--- src/rtl/prpg_sequencer.sv ---
// prpg_sequencer
// Micro-sequencer that fetches 14-bit instructions from an external
// instruction memory and turns them into command strobes for an LFSR /
// cellular-automaton pattern datapath.
//
// Ports
//   clk, rst_n         clock, asynchronous active-low reset
//   start              begin execution from pc=0 (only honoured in IDLE)
//   imem_addr          instruction address (= pc)
//   imem_rdata         instruction {opcode[13:8], shamt[7], funct[6:0]}
//   dp_valid/dp_ready  command handshake to the datapath (see below)
//   dp_op, dp_operand  opcode / operand of the instruction register
//   step_l, step_st    LFSR shift / store-pattern strobes
//   step_c             CA generation strobe
//   r_addr             pattern-memory address register
//   run_count          saturating count of executed run_L instructions
//   busy, halted       status flags decoded from the state register
//   illegal            sticky flag: an undefined opcode was executed
//   dbg_state_o        current FSM state (debug observation)
//
// Handshake: configuration commands pulse dp_valid for a single cycle and
// are not flow-controlled. Memory commands raise dp_valid and keep it,
// dp_op and dp_operand stable until the first rising edge where
// dp_ready=1; that edge completes the transfer and dp_valid drops.
module prpg_sequencer #(
    parameter int RUNCNT_W = 5
) (
    input  logic                clk,
    input  logic                rst_n,
    input  logic                start,
    output logic [7:0]          imem_addr,
    input  logic [13:0]         imem_rdata,
    output logic                dp_valid,
    output logic [5:0]          dp_op,
    output logic [7:0]          dp_operand,
    input  logic                dp_ready,
    output logic                step_l,
    output logic                step_st,
    output logic                step_c,
    output logic [7:0]          r_addr,
    output logic [RUNCNT_W-1:0] run_count,
    output logic                busy,
    output logic                halted,
    output logic                illegal,
    output logic [2:0]          dbg_state_o
);

    localparam logic [5:0] OP_CFG_TAP   = 6'b000001;
    localparam logic [5:0] OP_INIT_L    = 6'b000010;
    localparam logic [5:0] OP_RUN_L     = 6'b000011;
    localparam logic [5:0] OP_MEM_0     = 6'b000100;
    localparam logic [5:0] OP_MEM_1     = 6'b000101;
    localparam logic [5:0] OP_INIT_ADDR = 6'b000110;
    localparam logic [5:0] OP_ADD_ADDR  = 6'b000111;
    localparam logic [5:0] OP_MEM_2     = 6'b001001;
    localparam logic [5:0] OP_MEM_3     = 6'b001010;
    localparam logic [5:0] OP_BATCH     = 6'b001011;
    localparam logic [5:0] OP_CFG_C     = 6'b001100;
    localparam logic [5:0] OP_INIT_C    = 6'b001101;
    localparam logic [5:0] OP_RUN_C     = 6'b001110;
    localparam logic [5:0] OP_MEM_4     = 6'b001111;
    localparam logic [5:0] OP_MEM_5     = 6'b010000;
    localparam logic [5:0] OP_HALT      = 6'b111111;

    typedef enum logic [2:0] {
        S_IDLE   = 3'd0,
        S_FETCH  = 3'd1,
        S_EXEC   = 3'd2,
        S_MEM    = 3'd3,
        S_STEP_L = 3'd4,
        S_STEP_B = 3'd5,
        S_HALT   = 3'd6
    } state_e;

    state_e                state_q;
    logic [7:0]            pc_q;
    logic [13:0]           ir_q;
    logic [7:0]            r_addr_q;
    logic [RUNCNT_W-1:0]   run_count_q;
    logic [7:0]            step_cnt_q;
    logic                  illegal_q;
    logic                  dp_valid_q;
    logic                  step_l_q;
    logic                  step_st_q;
    logic                  step_c_q;

    logic [5:0]            ir_op;
    logic [7:0]            ir_arg;
    logic [7:0]            pc_d;
    logic [7:0]            step_cnt_d;

    assign ir_op      = ir_q[13:8];
    assign ir_arg     = ir_q[7:0];
    assign pc_d       = pc_q + 8'd1;     // 255 wraps to 0
    assign step_cnt_d = ir_arg - 8'd1;   // remaining steps after the first

    // Single-cycle datapath configuration commands.
    function automatic logic is_cfg_op(input logic [5:0] op);
        return (op == OP_CFG_TAP) || (op == OP_INIT_L) ||
               (op == OP_CFG_C)   || (op == OP_INIT_C);
    endfunction

    // Strobe registers are loaded one cycle ahead of the state they belong
    // to, so each strobe is high exactly while the FSM sits in that state.
    always_ff @(posedge clk or negedge rst_n) begin
        if (!rst_n) begin
            state_q     <= S_IDLE;
            pc_q        <= '0;
            ir_q        <= '0;
            r_addr_q    <= '0;
            run_count_q <= '0;
            step_cnt_q  <= '0;
            illegal_q   <= 1'b0;
            dp_valid_q  <= 1'b0;
            step_l_q    <= 1'b0;
            step_st_q   <= 1'b0;
            step_c_q    <= 1'b0;
        end else begin
            dp_valid_q <= 1'b0;
            step_l_q   <= 1'b0;
            step_st_q  <= 1'b0;
            step_c_q   <= 1'b0;

            case (state_q)
                S_IDLE: begin
                    if (start) begin
                        state_q <= S_FETCH;
                    end
                end

                S_FETCH: begin
                    ir_q       <= imem_rdata;
                    dp_valid_q <= is_cfg_op(imem_rdata[13:8]);
                    step_c_q   <= (imem_rdata[13:8] == OP_RUN_C);
                    state_q    <= S_EXEC;
                end

                S_EXEC: begin
                    // Default: instruction completes in this cycle. Branches
                    // that need more cycles override state_q and hold pc_q.
                    state_q <= S_FETCH;
                    pc_q    <= pc_d;
                    case (ir_op)
                        OP_CFG_TAP, OP_INIT_L, OP_CFG_C, OP_INIT_C, OP_RUN_C: begin
                        end
                        OP_INIT_ADDR: r_addr_q <= ir_arg;
                        OP_ADD_ADDR:  r_addr_q <= r_addr_q + ir_arg;
                        OP_RUN_L: begin
                            if (run_count_q != '1) begin
                                run_count_q <= run_count_q + 1'b1;
                            end
                            if (ir_arg != 8'd0) begin
                                state_q    <= S_STEP_L;
                                pc_q       <= pc_q;
                                step_cnt_q <= step_cnt_d;
                                step_l_q   <= 1'b1;
                            end
                        end
                        OP_BATCH: begin
                            if (ir_arg == 8'd0) begin
                                r_addr_q <= r_addr_q + 8'd1;
                            end else begin
                                state_q    <= S_STEP_B;
                                pc_q       <= pc_q;
                                step_cnt_q <= step_cnt_d;
                                step_l_q   <= 1'b1;
                                step_st_q  <= 1'b1;
                            end
                        end
                        OP_MEM_0, OP_MEM_1, OP_MEM_2, OP_MEM_3, OP_MEM_4, OP_MEM_5: begin
                            state_q    <= S_MEM;
                            pc_q       <= pc_q;
                            dp_valid_q <= 1'b1;
                        end
                        OP_HALT: begin
                            state_q <= S_HALT;
                            pc_q    <= pc_q;
                        end
                        default: illegal_q <= 1'b1;
                    endcase
                end

                S_MEM: begin
                    if (dp_ready) begin
                        state_q <= S_FETCH;
                        pc_q    <= pc_d;
                    end else begin
                        dp_valid_q <= 1'b1;
                    end
                end

                S_STEP_L: begin
                    if (step_cnt_q == 8'd0) begin
                        state_q <= S_FETCH;
                        pc_q    <= pc_d;
                    end else begin
                        step_cnt_q <= step_cnt_q - 8'd1;
                        step_l_q   <= 1'b1;
                    end
                end

                S_STEP_B: begin
                    if (step_cnt_q == 8'd0) begin
                        state_q  <= S_FETCH;
                        pc_q     <= pc_d;
                        r_addr_q <= r_addr_q + 8'd1;
                    end else begin
                        step_cnt_q <= step_cnt_q - 8'd1;
                        step_l_q   <= 1'b1;
                        step_st_q  <= 1'b1;
                    end
                end

                S_HALT: begin
                end

                default: state_q <= S_IDLE;
            endcase
        end
    end

    assign imem_addr   = pc_q;
    assign dp_valid    = dp_valid_q;
    assign dp_op       = ir_op;
    assign dp_operand  = ir_arg;
    assign step_l      = step_l_q;
    assign step_st     = step_st_q;
    assign step_c      = step_c_q;
    assign r_addr      = r_addr_q;
    assign run_count   = run_count_q;
    assign illegal     = illegal_q;
    assign busy        = (state_q != S_IDLE) && (state_q != S_HALT);
    assign halted      = (state_q == S_HALT);
    assign dbg_state_o = state_q;

endmodule

--- config.mk ---
export PLATFORM = sky130hd
export DESIGN_NAME = prpg_sequencer
export DESIGN_NICKNAME = d
export VERILOG_FILES = /design/src/rtl/prpg_sequencer.sv
export SDC_FILE = /design/constraint.sdc
export NUM_CORES = 1
export LEC_CHECK = 0
export ABC_AREA = 1
export CORE_ASPECT_RATIO = 0.6
export CORE_MARGIN = 2
export CORE_UTILIZATION = 25
export DETAILED_ROUTE_END_ITERATION = 8
export HOLD_SLACK_MARGIN = 0.15
export PLACE_DENSITY = 0.43
export SYNTH_ARGS = -nofsm -noshare
export SYNTH_HDL_FRONTEND = slang
export SYNTH_SLANG_ARGS = --single-unit
--- constraint.sdc ---
create_clock -name clk -period 5.3 [get_ports clk]
set_clock_uncertainty 0.2 [all_clocks]
set_input_delay 1.06 -clock clk [delete_from_list [all_inputs] [get_ports clk]]
set_output_delay 1.06 -clock clk [all_outputs]
set_load 0.01 [all_outputs]
======== After elaboration in Yosys (flattened, before gate mapping) ========
Index checks and enable logic that the tools add are counted.
storage, ports and cells
  logic and storage cells ................. 115
  bits in registers ....................... 51
cells by class
  reduce and logical (&&, ||, !) cells .... 22
  bitwise gates (word level) .............. 2
  muxes and demuxes ....................... 33
  equality and inequality tests ........... 41
  add/sub/neg operators ................... 6
operators by type and width
  kind                                               number
  2-to-1 mux 8 bit                                   9
  case mux 8 bit (3 select lines)                    3
  == test 6 x 4 -> 1 bit (second input constant)     10
  case mux 8 bit (2 select lines)                    3
  == test 6 x 3 -> 1 bit (second input constant)     4
  == test 6 x 2 -> 1 bit (second input constant)     3
  case mux 3 bit (6 select lines)                    1
  adder 8 x 1 -> 8 bit (second input constant)       2
  logical NOT 8 bit                                  2
  OR reduction 16 bit                                1
  subtractor 8 x 1 -> 8 bit (second input constant)  2
  2-to-1 mux 3 bit                                   5
  != test 3 bit (second input constant)              5
  == test 6 x 1 -> 1 bit (second input constant)     2
  case mux 3 bit (4 select lines)                    1
  != test 2 bit (second input constant)              5
  == test 3 bit (second input constant)              3
  adder 8 bit                                        1
  AND reduction 4 bit                                2
  nonzero test 8 bit                                 1
  2-to-1 mux 1 bit                                   7
  OR reduction 7 bit                                 1
  == test 3 x 2 -> 1 bit (second input constant)     2
  == test 6 x 5 -> 1 bit (second input constant)     1
  21 further kinds                                   28

======== Longest topological paths before layout ========
Gate-level depths: netlist of run 1.
  word-level depth ........................ 5
  depth in mapped cells ................... 13

======== Worst setup path after synthesis of run 1 ========
Ideal clock, no wire load.
  path kind ............................... reg2out
  from .................................... reg state_q[0] (netlist: dbg_state_o[0])
  to ...................................... out busy
  data arrival time ....................... 1.003 ns
  cell stages (with the launch flop) ...... 6
  required time ........................... 4.040 ns
  slack ................................... 3.037 ns
  path through ............................ dfrtp_1 buf_2 inv_1 nand3_1 inv_1 a21oi_1
on the way
  longest elaborated chain between the ends .. 2
  elaborated cells between the ends (all ways) .. 3
RTL lines
  what                                                 line  text
  start, declared                                      75    state_e state_q;
  start signal, assigned                               107   state_q <= S_IDLE;
  start signal, assigned                               127   state_q <= S_FETCH;
  start signal, assigned                               135   state_q <= S_EXEC;
  != test 3 bit or nonzero test 3 bit (tied branches)  232   assign busy = (state_q != S_IDLE) && (state_q != S_HALT);
  logical AND 1 bit *                                  232
  end, declared                                        42    output logic busy,
Mark *: on every way between the ends. The rest lies on a longest branch, timed or not.

======== Worst setup path after layout of run 1 ========
Ends and elaborated chain as after synthesis.

==> flow_summary.yaml, run 1 <==
outcome:
  status: "finished clean"
synthesis:
  async_flop_share_pct: 100
  synth-adder-area-share_pct: 4.92
  synthFlopType: "dfrtp_1"
  synthXorXnorAreaFrac_pct: 4.05
  syn-cell-area_um2: 3460
  yosysUniqueCellTypes: 37
  synth_mux_area_share_pct: 0.651
  ys_seq_area_share_pct: 36.9
  synth_edf_count: 0
  synth_top_family_by_area: "simple AND/OR/NAND/NOR gates"
  synth_nets: 526
  synth.avg_cell_area_um2: 6.99
  synth_compound_gate_area_share_pct: 9.62
  synth-seq-cells: 51
  synth-simple-area-share_pct: 35.9
  synth_cells: 495
  synth_warnings: 0
floorplan:
  pin_count: 63
  die_h_um: 95.1
  coreArea_um2: 13600
  die_area_um2: 14800
  rows: 33
  die_width_um: 156
  start_util_pct: 25.5
drt:
  vias: 3290
  dr.pass1.iters: 4
  routed_via_density: 4.49
  drt_iter0_drc: 188
  wirelength_um: 9910
  wire_per_inst_um: 13.5
  drtAntennaViolNets: 0
  remaining_drc_errors: 0
timing:
  finalCritPeriodShare_pct: 57.0
  fin_ws_ps: 2280
  maxSlewHeadroom_pct: 27.0
  max_clock_freq_mhz: 331
  fin_hold_ws_ps: 288
  rsz0062_at_grt: "false"
  min_period_ps: 3020
  hold_violations: 0
  setup_tns_ps: 0
  setup_viol: 0
  worstMarginPinSlew_ps: 1090
  maxSlewViolCount: 0
cts:
  cts_hold_buf: 0
  clkTransAtPathRegs_ps: 80
  numClockSinks: 51
  cts_buffer_depth: 2
  cts-root-buf: "clkbuf_16"
  postCtsSetupBuffers: 0
  ctsResizeCount: 0
  cts_tree: "built"
  cts_buffers: 5
  h-tree-depth: 2
  worstSkewPairLatency_ps: 300
pwr:
  ir_worst_vdd_mv: 0.102
  p_leak_uw: 0.00215
  power.density_nw_per_um2: 174
  power_uw: 766
job:
  drv_cap: 0
cells_and_area:
  final_layout_size_suffix_gt1_share_pct: 6.09
  layout_common_cells: "nand2_1, nor2_1, clkdlybuf4s50_1"
  nFillCells: 1450
  syn_to_final_growth_pct: 27.3
  stdcell_count: 733
  fin_nets: 588
  regArea_um2: 1280
  antenna_cells: 0
  multi_input_area_um2: 1910
  mostFrequentLayoutCell: "nand2_1"
placement:
  place_congestion: 0.827
  numPortBuffers: 62
  pre_cts_ws_ps: 2610
  dp_cells: 725
  dp_hpwl_um: 7480
critical_path:
  worstPathRequired_ps: 4040
  max_stage_delay_ps: 550
  critPathKind: "register to output port"
  timing.rr.start: "ir_q[13]"
  cp.arrival_ps: 1760
  crit_path_frequent_cell: "inv_1"
  cp_slowest_cell: "clkdlybuf4s50_1"
  reg2reg_depth: 10
  cp-end-kind: "output port"
  r2r-end: "r_addr[3]"
  r2r_slack_ps: 3040
  path_delay_family: "buffers and inverters"
  start_kind: "register"
  cp_max_fo: 8
  crit_buf_inv: 3
  cp_cell_sequence: "inv_1, nand3_1, inv_1, a21oi_1, clkdlybuf4s50_1"
worst_hold_path:
  min_from: "illegal"
  whs_path_depth: 2
  min_to: "illegal"
  hold_class: "register to register"
global_routing:
  grt_pass1_wl_um: 16500
  antenna_found_initial: 0
  grt_max_degree: 52
  grt_pass1_vias: 3119
  grt_overflow_total: 0
  grt_util_all_layers_pct: 14.1
==> worst reg2reg max path: cells and delay by family (launching register included) <==
family	cells	cell delay (ps)
flip-flops	1	430
AND/OR/NAND/NOR	7	1270
buffers and inverters	2	170
AO/OA/AOI/OAI	1	80
==> routing by layer <==
| layer | part of all wire, % | global-route usage, % | routed length [µm] | up-vias |
|---|---|---|---|---|
| li1 | - | - | - | 1699 |
| met1 | 56 | 22.2 | 5600 | 1509 |
| met2 | 37 | 19.6 | 3670 | 78 |
| met3 | 6.0 | 3.05 | 590 | 4 |
| met4 | 0.56 | 2.06 | 55 | 0 |
| met5 | 0 | 0 | 0 | - |
==> how the worst max path moves through the flow <==
stage                      end      startpoint  slack (ps)  depth (start not counted)
final                     busy  dbg_state_o[0]        2280                          5
after global routing      busy  dbg_state_o[0]        2170                          5
after CTS                 busy  dbg_state_o[0]        2280                          5
after detailed placement  busy  dbg_state_o[0]        2610                          5
after global placement    busy  dbg_state_o[0]        2630                          5
after floorplan           busy  dbg_state_o[0]        3040                          5
==> metrics by stage <==
step | util [%] | area, µm²
floorplan | - | 3460
CTS | 32.4 | 4410
finish | 32.4 | 4410
global route | 32.4 | 4410
detailed placement | 31.3 | 4250
global placement | 31.3 | 4250
==> sequential cells by signal, indices dropped and copies added, names as in the netlist <==
name,flops
dbg_state_o,3
ir_q,14
imem_addr,8
r_addr,8
step_c,1
step_st,1
dp_valid,1
illegal,1
step_l,1
step_cnt_q,8
run_count,5
==> final cells by class <==
type	instances	share of cell area, %
Clock buffer	6	3.15
Clock inverter	2	0.369
Inverter	59	5.03
Multi-Input combinational cell	377	43.4
Sequential cell	51	29.0
Tap cell	175	4.97
Timing Repair Buffer	63	14.1
==> synth_stat cells, types with 2 or more instances <==
| cell | count | area [µm²] |
|---|---|---|
| nand3_1 | 46 | 230 |
| buf_2 | 2 | 10.0 |
| nand3b_1 | 4 | 30.0 |
| nor2_2 | 3 | 18.8 |
| inv_2 | 4 | 15.0 |
| nand2_2 | 3 | 18.8 |
| mux2_2 | 2 | 22.5 |
| nand4_1 | 7 | 43.8 |
| nor2_4 | 2 | 22.5 |
| a21oi_1 | 12 | 60.1 |
| nand2_4 | 2 | 22.5 |
| dfrtp_1 | 51 | 1280 |
| xnor2_1 | 6 | 52.6 |
| nor2_1 | 63 | 236 |
| inv_1 | 55 | 206 |
| o21ai_2 | 2 | 17.5 |
| o21ai_1 | 5 | 25.0 |
| clkbuf_1 | 3 | 11.3 |
| o21bai_1 | 2 | 15.0 |
| buf_6 | 3 | 33.8 |
| nand2_1 | 151 | 567 |
| xor2_1 | 10 | 87.6 |
| o21ai_0 | 30 | 150 |
| ha_1 | 12 | 150 |
| o22ai_1 | 3 | 18.8 |
==> power breakdown <==
| group | switching (µW) | internal, µW | total [µW] |
|---|---|---|---|
| registers | 0 | 389 | 389 |
| clock network | 163 | 190 | 353 |
| logic | 12.5 | 11.9 | 24.4 |
==> kinds of logic (layout without fill, tap and decap cells) <==
kind of cell | after synthesis | in the layout
and+or+nand+nor | 287 | 287
buffers and inverters | 67 | 130
AOI/OAI and AO/OA | 59 | 59
DFF | 51 | 51
xor gates and xnor gates | 16 | 16
adders and majority gates | 13 | 13
muxes | 2 | 2
Note: power is estimated with default switching activity, not from simulation.
==> run 2: changes to the inputs <==
clock period = 2.8 ns   (was 5.3 ns; I/O delays follow)
==> flow_summary.yaml, run 2 (same netlist as run 1, synthesis figures left out) <==
timing:
  maxSlewHeadroom_pct: 62.7
  worstMarginPinSlew_ps: 560
  rsz0062_at_grt: "false"
  hold_violations: 0
  finalCritPeriodShare_pct: 91.0
  fin_hold_ws_ps: 296
  setup_viol: 0
  setup_tns_ps: 0
  min_period_ps: 2550
  fin_ws_ps: 252
  maxSlewViolCount: 0
  max_clock_freq_mhz: 392
placement:
  dp_hpwl_um: 7740
  pre_cts_ws_ps: 611
  place_area_um2: 4280
  numPortBuffers: 62
  place_congestion: 0.831
drt:
  drt_iter0_drc: 183
  wirelength_um: 9950
  vias: 3310
  routed_via_density: 4.50
  drtAntennaViolNets: 0
  dr.pass1.iters: 5
  remaining_drc_errors: 0
  wire_per_inst_um: 13.5
cts:
  h-tree-depth: 2
  cts-root-buf: "clkbuf_16"
  cts_buffer_depth: 2
  numClockSinks: 51
  worstSkewPairLatency_ps: 300
  cts_tree: "built"
  ctsResizeCount: 0
  clkTransAtPathRegs_ps: 80
  cts_buffers: 5
  postCtsSetupBuffers: 0
global_routing:
  grt_pass1_wl_um: 16300
  grt_util_all_layers_pct: 14.0
  antenna_found_initial: 0
  grt_pass1_vias: 3071
  grt_max_degree: 32
  grt_overflow_total: 0
critical_path:
  crit_path_frequent_cell: "inv_1"
  crit_buf_inv: 3
  max_stage_delay_ps: 560
  r2r-end: "r_addr[4]"
  reg2reg_depth: 10
  cp-end-kind: "output port"
  timing.rr.start: "ir_q[12]"
  cp_cell_sequence: "inv_1, nand3_1, inv_1, a21oi_1, clkdlybuf4s50_1"
  path_delay_family: "buffers and inverters"
  critPathKind: "register to output port"
  start_kind: "register"
  worstPathRequired_ps: 2040
  r2r_slack_ps: 650
  cp.depth: 5
  cp_slowest_cell: "clkdlybuf4s50_1"
  cp_max_fo: 8
  cp.arrival_ps: 1790
floorplan:
  die_h_um: 95.1
  die_width_um: 156
  pin_count: 63
  rows: 33
  start_util_pct: 25.5
  coreArea_um2: 13600
  die_area_um2: 14800
cells_and_area:
  layout_common_cells: "nand2_1, nor2_1, clkdlybuf4s50_1"
  regArea_um2: 1280
  largest_reg_flops: 14
  regMostFlops: "ir_q"
  syn_to_final_growth_pct: 28.3
  final_core_util_pct: 32.7
  final_layout_size_suffix_gt1_share_pct: 6.42
  antenna_cells: 0
  multi_input_area_um2: 1910
  fin_nets: 591
  fin_area_um2: 4440
  nFillCells: 1463
  mostFrequentLayoutCell: "nand2_1"
outcome:
  status: "finished clean"
pwr:
  power.density_nw_per_um2: 326
  p_leak_uw: 0.00217
  ir_worst_vdd_mv: 0.187
worst_hold_path:
  hold_class: "register to register"
  min_from: "run_count[3]"
  min_to: "run_count[3]"
  whs_path_depth: 1
job:
  drv_cap: 0
==> run 2: cell types whose count changed in the layout (fill, tap and decap cells not counted), sizes merged <==
| cell | previous run | this run |
|---|---|---|
| clkinvlp | 1 | 0 |
| inv | 59 | 60 |
| buf | 2 | 4 |
| clkinv | 1 | 2 |
| clkbuf | 6 | 5 |
| dlygate4sd3 | 0 | 1 |
==> run 2: through the flow <==
step	power, µW	instances
2_1_floorplan	754	495
3_3_place_gp	801	727
3_5_place_dp	802	727
4_1_cts	1480	736
5_1_grt	1510	736
6_report	1450	736
==> run 2: how the worst max path moves through the flow <==
stage                            to           start  slack (ps)
after floorplan           r_addr[4]       r_addr[0]         850
after global placement         busy  dbg_state_o[0]         650
after detailed placement       busy  dbg_state_o[0]         610
after CTS                      busy  dbg_state_o[0]         270
after global routing           busy  dbg_state_o[0]         130
final                          busy  dbg_state_o[0]         250
==> run 2: timing repair <==
item	4_1_cts	5_1_grt
endpoints found under the hold margin	20	0
setup endpoints to repair	0	0
hold buffers	1	0
==> run 2: power by group <==
| part | switching, µW | internal [µW] |
|---|---|---|
| registers | 0 | 736 |
| logic | 24.9 | 25.3 |
| clock network | 322 | 342 |
==> run 2: routing by layer <==
metal  vias to the layer above  GRT usage [%]  part of all wire, %
met1                      1518           22.1                   57
met2                        70           19.3                   37
met5                         -              0                    0
met4                         0           2.75                 0.79
li1                       1716              -                    -
met3                         6           3.09                  4.7
==> run 2: cell type report <==
class / count / area share (%)
tap: 175 / 4.93
clock inverter: 3 / 0.648
sequential: 51 / 28.7
clock buffer: 5 / 2.82
inverter: 59 / 4.99
multi-input combinational: 377 / 43.0
timing repair buffer: 66 / 14.9
==> run 3: changes to the inputs <==
ABC_AREA = default   (was 1)
clock period = 3.12 ns   (was 2.8 ns; I/O delays follow)
==> flow_summary.yaml, run 3 <==
outcome:
  status: "finished clean"
placement:
  dp_hpwl_um: 7640
  dp_cells: 588
  place_congestion: 0.814
  numPortBuffers: 62
  place_area_um2: 4210
critical_path:
  worstPathRequired_ps: 3100
  cp_slowest_cell: "dfrtp_1"
  timing.rr.start: "dbg_state_o[0]"
  max_stage_delay_ps: 510
  cp.arrival_ps: 2650
  r2r_slack_ps: 450
  cp-end-kind: "register"
  critPathKind: "register to register"
  cp_cell_sequence: "or3b_4, nor4_4, a22o_1, nor2_2, a31oi_4, mux2_1"
  reg2reg_depth: 6
  r2r-end: "imem_addr[1]"
  cp_max_fo: 12
  start_kind: "register"
timing:
  max_clock_freq_mhz: 375
  hold_violations: 0
  setup_viol: 0
  maxSlewViolCount: 0
  finalCritPeriodShare_pct: 85.5
  maxSlewHeadroom_pct: 43.1
  rsz0062_at_grt: "false"
  min_period_ps: 2670
  setup_tns_ps: 0
  worstMarginPinSlew_ps: 851
  fin_hold_ws_ps: 279
floorplan:
  rows: 32
  die_area_um2: 14300
  pin_count: 63
  die_width_um: 153
  coreArea_um2: 12900
  start_util_pct: 25.8
  die_h_um: 93.4
global_routing:
  antenna_found_initial: 0
  grt_pass1_vias: 2789
  grt_util_all_layers_pct: 14.0
  grt_max_degree: 23
  grt_pass1_wl_um: 15500
  grt_overflow_total: 0
pwr:
  ir_worst_vdd_mv: 0.333
  power.density_nw_per_um2: 1050
  p_leak_uw: 0.00185
worst_hold_path:
  whs_path_depth: 1
  min_to: "imem_addr[7]"
  hold_class: "register to register"
  min_from: "imem_addr[7]"
cells_and_area:
  nFillCells: 1324
  antenna_cells: 0
  final_core_util_pct: 34.1
  mostFrequentLayoutCell: "clkdlybuf4s50_1"
  regArea_um2: 1280
  layout_common_cells: "clkdlybuf4s50_1, dfrtp_1, a21oi_1"
  stdcell_count: 597
  largest_reg_flops: 14
  final_layout_size_suffix_gt1_share_pct: 15.9
  regMostFlops: "ir_q"
  fin_area_um2: 4410
  multi_input_area_um2: 1900
  syn_to_final_growth_pct: 32.3
  fin_nets: 457
drt:
  drt_iter0_drc: 178
  wire_per_inst_um: 16.5
  wirelength_um: 9860
  routed_via_density: 4.91
  vias: 2930
  dr.pass1.iters: 4
  remaining_drc_errors: 0
  drtAntennaViolNets: 0
synthesis:
  synth_most_common_cell: "dfrtp_1"
  async_flop_share_pct: 100
  syn-cell-area_um2: 3330
  synth-seq-cells: 51
  yosysTopAreaCellShare_pct: 38.3
  synth_area_leader_cell: "dfrtp_1"
  synth_nets: 382
  synth_edf_count: 0
  synth_cells: 351
  synthTopCellsByCount: "dfrtp_1, a21oi_1, nand2_1, nor2_1, o21ai_0"
  yosysUniqueCellTypes: 72
  yosys-top-cells-area: "dfrtp_1, mux2_2, a21oi_1, ha_1, nand2_1"
  ys_seq_area_share_pct: 38.3
  synth.avg_cell_area_um2: 9.50
  synth_warnings: 0
  synthFlopType: "dfrtp_1"
job:
  drv_cap: 0
cts:
  worstSkewPairLatency_ps: 300
  postCtsSetupBuffers: 0
  cts-root-buf: "clkbuf_16"
  numClockSinks: 51
  ctsResizeCount: 0
  cts_tree: "built"
  h-tree-depth: 2
  clkTransAtPathRegs_ps: 80
  cts_buffers: 5
  cts_buffer_depth: 2
  cts_hold_buf: 1
==> run 3: cell count changes after synthesis, moves of 6 or more <==
| cell | change |
|---|---|
| a21oi_1 | +19 |
| and3_1 | +6 |
| inv_1 | -44 |
| mux2_2 | +13 |
| nand2_1 | -121 |
| nand2b_1 | +6 |
| nand3_1 | -31 |
| nor2_1 | -41 |
| nor3_1 | +7 |
| o21ai_0 | -10 |
==> run 3: worst max path at each step <==
stage                    end           start  slack, ps  cells past startpoint
2_1_floorplan  step_cnt_q[6]  dbg_state_o[1]        600                     10
3_3_place_gp    imem_addr[1]  dbg_state_o[0]        520                      6
3_5_place_dp    imem_addr[1]  dbg_state_o[0]        480                      6
4_1_cts         imem_addr[1]  dbg_state_o[0]        470                      6
5_1_grt         imem_addr[1]  dbg_state_o[0]        350                      6
6_report        imem_addr[1]  dbg_state_o[0]        450                      6
==> run 3: final cells by class <==
type,instances,area share [%]
flip-flops and latches,51,28.9
inverters,11,0.936
well taps,170,4.82
repair buffers,84,17.8
multi-input cells,273,43.2
clock inverters,3,1.53
clock buffers,5,2.84
==> run 3: cell families (layout without fill, tap and decap cells) <==
group	count (synthesis)	in the layout	synth area share [%]
compound gates	98	98	18.9
flops	51	51	38.3
xor+xnor	17	17	4.47
buf+inv	27	103	4.62
fa+ha+maj	13	13	5.11
simple gates	127	127	22.6
mux	18	18	6.01
==> run 3: worst max-delay path, delay by kind of cell (launching register included) <==
kind | cells | cell delay (ps)
AO/OA/AOI/OAI | 2 | 560
AND/OR/NAND/NOR | 3 | 920
flip-flops | 1 | 510
multiplexers | 1 | 360
==> run 3: per-layer routing <==
| metal | GRT usage (%) | share of wire (%) |
|---|---|---|
| met1 | 22.3 | 55 |
| met3 | 3.34 | 5.4 |
| met2 | 19.0 | 39 |
| met4 | 2.08 | 0.45 |
| met5 | 0 | 0 |
==> run 3: report_power, final <==
part,total (µW),internal [µW],switching (µW)
clock,738,461,278
combinational,2610,1280,1320
sequential,1270,920,348
total,4610,2660,1950
==> run 3: through the flow <==
stage	setup slack, ps	total power [µW]
after floorplan	597	2860
after global placement	518	3870
after detailed placement	483	3900
after CTS	470	4660
after global routing	347	4980
final	451	4610
